$ cat config.mk
export PLATFORM = sky130hd
export DESIGN_NAME = hub75_output_stage
export DESIGN_NICKNAME = d
export VERILOG_FILES = /design/src/rtl/hub75_output_stage.sv
export SDC_FILE = /design/constraint.sdc
export NUM_CORES = 1
export LEC_CHECK = 0
export BUFFER_PORTS_ARGS = -buffer_cell sky130_fd_sc_hd__buf_2
export CORE_MARGIN = 4
export CORE_UTILIZATION = 31
export DETAILED_ROUTE_END_ITERATION = 16
export PLACE_DENSITY_LB_ADDON = 0.15
export SLEW_MARGIN = 40
export SYNTH_ARGS = -nofsm -noshare
export SYNTH_HDL_FRONTEND = slang
export SYNTH_SLANG_ARGS = --single-unit
$ cat constraint.sdc
create_clock -name clk_in -period 1.5 [get_ports clk_in]
set_input_delay 0.075 -clock clk_in [delete_from_list [all_inputs] [get_ports clk_in]]
set_output_delay 0.075 -clock clk_in [all_outputs]
set_load 0.005 [all_outputs]
$ cat src/rtl/hub75_output_stage.sv
// HUB75 connector output stage: fixed-latency retiming of all panel signals plus
// anti-ghosting OE blanking around row changes and latch pulses.
// Optional blank-cycle statistics counter enabled by defining HUB75_BLANK_STATS_EN.
module hub75_output_stage #(
  parameter int DELAY      = 2,
  parameter int GUARD_PRE  = 2,
  parameter int GUARD_POST = 3
) (
  input  logic       clk_in,
  input  logic       reset,
  input  logic [2:0] rgb1_in,
  input  logic [2:0] rgb2_in,
  input  logic       clk_pixel_in,
  input  logic       row_latch_in,
  input  logic       output_enable_in,
  input  logic [3:0] row_address_in,
  input  logic       blank_req,
  output logic [2:0] rgb1_out,
  output logic [2:0] rgb2_out,
  output logic       clk_pixel_out,
  output logic       row_latch_out,
  output logic [3:0] row_address_out,
  output logic       oe_n_out,
  output logic       guard_active
`ifdef HUB75_BLANK_STATS_EN
  ,
  input  logic        stats_clear,
  output logic [15:0] blank_cycles
`endif
);

  localparam int PW = 13;
  localparam int CW = $clog2(DELAY + GUARD_POST + 1);
  // Delay stage at which an event starts blanking: GUARD_PRE cycles before the pins.
  localparam int ES = DELAY - GUARD_PRE;
  localparam logic [CW-1:0] LOAD = CW'(GUARD_PRE + GUARD_POST - 1);

  // Stage word layout: {rgb1[12:10], rgb2[9:7], clk_pixel[6], latch[5], row[4:1], oe[0]}
  logic [PW-1:0] r_pipe [0:DELAY];
  logic          r_evt  [0:ES];
  logic [CW-1:0] r_cnt;
  logic          r_blank_q;

  logic          w_evt;
  logic          w_load;
  logic          w_guard;
  logic          w_oe_dly;
  logic [CW-1:0] w_cnt_dec;
  logic [CW-1:0] w_cnt_next;

  // Stage 0 holds the previous sample, so it doubles as the edge-detect history.
  assign w_evt = (row_address_in != r_pipe[0][4:1]) | (row_latch_in & ~r_pipe[0][5]);

  always_ff @(posedge clk_in or posedge reset) begin
    if (reset) begin
      for (int i = 0; i <= DELAY; i++) r_pipe[i] <= '0;
      for (int i = 0; i <= ES; i++) r_evt[i] <= 1'b0;
      r_cnt     <= '0;
      r_blank_q <= 1'b0;
    end else begin
      r_pipe[0] <= {rgb1_in, rgb2_in, clk_pixel_in, row_latch_in, row_address_in,
                    output_enable_in};
      for (int i = 1; i <= DELAY; i++) r_pipe[i] <= r_pipe[i-1];
      r_evt[0] <= w_evt;
      for (int i = 1; i <= ES; i++) r_evt[i] <= r_evt[i-1];
      r_cnt     <= w_cnt_next;
      r_blank_q <= blank_req;
    end
  end

  // The load cycle itself is blanked by w_load; the counter covers the remainder.
  assign w_load  = r_evt[ES];
  assign w_guard = w_load | (r_cnt != '0);

  always_comb begin
    w_cnt_dec  = (r_cnt != '0) ? (r_cnt - CW'(1)) : '0;
    w_cnt_next = w_cnt_dec;
    if (w_load && (LOAD > w_cnt_dec)) w_cnt_next = LOAD;
  end

  assign w_oe_dly        = r_pipe[DELAY][0];
  assign rgb1_out        = r_pipe[DELAY][12:10];
  assign rgb2_out        = r_pipe[DELAY][9:7];
  assign clk_pixel_out   = r_pipe[DELAY][6];
  assign row_latch_out   = r_pipe[DELAY][5];
  assign row_address_out = r_pipe[DELAY][4:1];
  assign oe_n_out        = ~(w_oe_dly & ~w_guard & ~r_blank_q);
  assign guard_active    = w_oe_dly & w_guard;

`ifdef HUB75_BLANK_STATS_EN
  logic [15:0] r_blank_cycles;

  always_ff @(posedge clk_in or posedge reset) begin
    if (reset) begin
      r_blank_cycles <= '0;
    end else if (stats_clear) begin
      r_blank_cycles <= '0;
    end else if (guard_active && (r_blank_cycles != 16'hFFFF)) begin
      r_blank_cycles <= r_blank_cycles + 16'd1;
    end
  end

  assign blank_cycles = r_blank_cycles;
`endif

endmodule

==> summary.md <==
| Metric | Value |
|---|---|
| Root Buffer | `clkbuf_8` |
| Setup TNS | `0 ns` |
| Max Fclk | `731.3 MHz` |
| Post-cts resize count | `0` |
| Pwr dens | `1371 nW/µm²` |
| Slew @ Worst Pin | `0.4470 ns` |
| Slowest cell on crit path | `dfrtp_1` |
| Worst clock skew | `0.005808 ns` |
| RSZ-0062 raised after global routing | `false` |
| Startpoint types | `flop` |
| Crit Path Class | `reg2out` |
| Post-synthesis cell type count | `17` |
| Worst slack, placed | `0.3403 ns` |
| Most frequent cells in the layout | `dfrtp_1, buf_2, dlygate4sd3_1, clkbuf_8` |
| Die Area | `5375 µm²` |
| Detailed Route WL | `1778 µm` |
| Commonest non-fill, non-tap cell in the layout | `dfrtp_1` |
| Worst hold slack | `0.3377 ns` |
| Clock Latency Late Sink | `0.28 ns` |
| WP data required | `1.42 ns` |
| Min-delay worst type | `in2async` |
| DR vias/cell | `3.888` |
| Synth area leader | `dfrtp_1` |
| Port bufs | `29` |
| Synthesis-stage register bit count | `44` |
| Core area | `4058 µm²` |
| Max_slew headroom | `70.15%` |
| CP max FO | `3` |
| DR iter-0 viols | `13` |
| GRT Util Overall | `7.443%` |
| Pre-Repair DR Iteration Count | `2` |
| Worst vdd ir | `0.6228 mV` |
| Final Hold Fails | `0` |
| Worst-path clk slew | `0.08 ns` |
| Min Tclk post-route | `1.367 ns` |
| Fin nets | `137` |
| Syn_nets | `95` |
| Share of post-route cells with drive strength above 1 | `35.83%` |
| Area contributors post-synth | `dfrtp_1, buf_4, xnor2_1, ha_1, inv_1` |
| H-tree Lvls | `2` |
| Antenna Violating Nets Remaining | `0` |
| Grt total ovfl | `0` |
| Final Worst Setup Slack | `0.1327 ns` |
| Hpwl dp | `1248 µm` |
| Status | `complete, no violations` |
| Syn avg cell area | `17.18 µm²` |
| Mapped Area | `1323 µm²` |
| CTS tree | `done` |
| Count of final max-slew check failures | `0` |
| Setup Buffers After CTS | `0` |
| Mapped Cells | `77` |
| Largest delay share family, worst path | `flip-flops` |
| Clock sinks | `44` |
| Wire per inst | `10.46 µm` |
| First-pass GRT wire length | `2884 µm` |
| Arr. time, crit path | `1.29 ns` |
| CP max stage delay | `0.39 ns` |
| Placer Congestion | `0.6099` |
| Fin crit share | `91.16%` |
| Die W | `73.32 µm` |
| Cell Chain, Critical Path | `nor2_2 -> ha_1 -> nand4_1 -> buf_2` |
| Vias | `661` |
| Final setup viols | `0` |
| DIE HEIGHT | `73.32 µm` |
| Buf+Inv Stages, Crit Path | `1` |
| Antenna violations before repair | `0` |
| Warnings, synthesis | `0` |
| Area Overhead vs Synth | `31.32%` |
| Vias in the first global route | `686` |
| N_diodes | `0` |
| Largest net degree at the start of global routing | `25` |
| Setup crit end kind | `output port` |
| Initial Util | `32.59%` |
| Max_cap viols | `0` |
| Synth top area share | `83.25%` |
| DRC | `0` |
| Sequential cell area fraction in the yosys report | `83.25%` |
| Boundary Pins | `30` |
| Lkg Pwr | `0.8245 nW` |
| Total CTS buffers | `5` |
| Clk buf depth | `2` |
| Row cnt | `23` |
worst reg2reg max path: cells and delay by family (launching register included):
| family | cells | cell delay (ns) |
|---|---|---|
| fa+ha+maj | 1 | 0.19 |
| buf+inv | 1 | 0.06 |
| simple gates | 3 | 0.42 |
| flops | 1 | 0.39 |
what timing repair did:
| action | 4_1_cts | 5_1_grt |
|---|---|---|
| hold endpoints to repair | 34 | 0 |
| setup endpoints to repair | 0 | 0 |
| hold buffers | 15 | 0 |
area by class of cell:
cell class	count	area [µm²]
multi-input combinational	17	122.6
fill	383	2321
clock inverter	3	42.54
inverter	6	23.77
sequential	44	1101
tap	50	62.56
timing repair buffer	45	315.3
clock buffer	5	68.82
final timing paths:
check                                          start                           end  slack [ns]  depth (start not counted)
worst max-delay path              r_cnt[1]$_DFF_PP0_                      oe_n_out        0.13                          4
worst min-delay path                           reset         rgb2_out[2]$_DFF_PP0_        0.34                          3
worst max register to register    r_cnt[1]$_DFF_PP0_            r_cnt[0]$_DFF_PP0_        0.32                          5
worst min register to register  r_pipe[15]$_DFF_PP0_  row_address_out[1]$_DFF_PP0_        0.35                          0
max in group asynchronous                      reset         rgb2_out[1]$_DFF_PP0_        0.69                          4
min in group clk_in             r_pipe[15]$_DFF_PP0_  row_address_out[1]$_DFF_PP0_        0.35                          0
Yosys cell counts:
library cell,count
a21boi_1,1
or2_1,1
nor2_2,1
inv_1,4
nor2_1,1
dfrtp_1,44
nand4_1,2
buf_4,10
nor3_1,1
xor2_1,1
ha_1,2
clkinvlp_2,1
a21oi_1,1
inv_2,1
xnor2_1,3
a21oi_2,1
nand2_1,2
metrics by stage:
| step | instances | utilization, % | area (µm²) | power, mW |
|---|---|---|---|---|
| after floorplan | 77 | - | 1323 | 1.454 |
| after global placement | 147 | 36.36 | 1475 | 1.496 |
| after detailed placement | 147 | 36.36 | 1475 | 1.520 |
| after CTS | 170 | 42.80 | 1737 | 2.424 |
| after global routing | 170 | 42.80 | 1737 | 2.513 |
| final | 170 | 42.80 | 1737 | 2.382 |
flip-flops by register name (all words and copies together), names as in the netlist:
register	flops
clk_pixel_out	1
r_blank_q	1
r_cnt	3
r_evt	1
r_pipe	27
rgb1_out	3
rgb2_out	3
row_address_out	4
row_latch_out	1
logic make-up (layout without fill, tap and decap cells):
kind of cell             count (synthesis)  after routing  synth area share (%)
buffers and inverters                   16             59                 7.473
adder cells (fa/ha/maj)                  2              2                 1.892
XOR/XNOR                                 4              4                 2.649
AO/OA/AOI/OAI                            3              3                 1.608
AND/OR/NAND/NOR                          8              8                 3.122
flip-flops                              44             44                 83.25
power by group:
group | leakage [nW] | total (mW) | internal, mW | switching [mW]
Clock | 0.0541 | 0.861 | 0.492 | 0.369
Sequential | 0.509 | 1.30 | 1.27 | 0.0362
Combinational | 0.261 | 0.218 | 0.106 | 0.112
metal layers:
layer / global-route usage, % / up-vias / share of wire [%]
met5: 0 / - / 0
met4: 4.829 / 0 / 1.9
met3: 3.694 / 4 / 6.3
met2: 12.81 / 17 / 56
met1: 6.881 / 329 / 36
li1: - / 311 / -
Note: power is estimated with default switching activity, not from simulation.
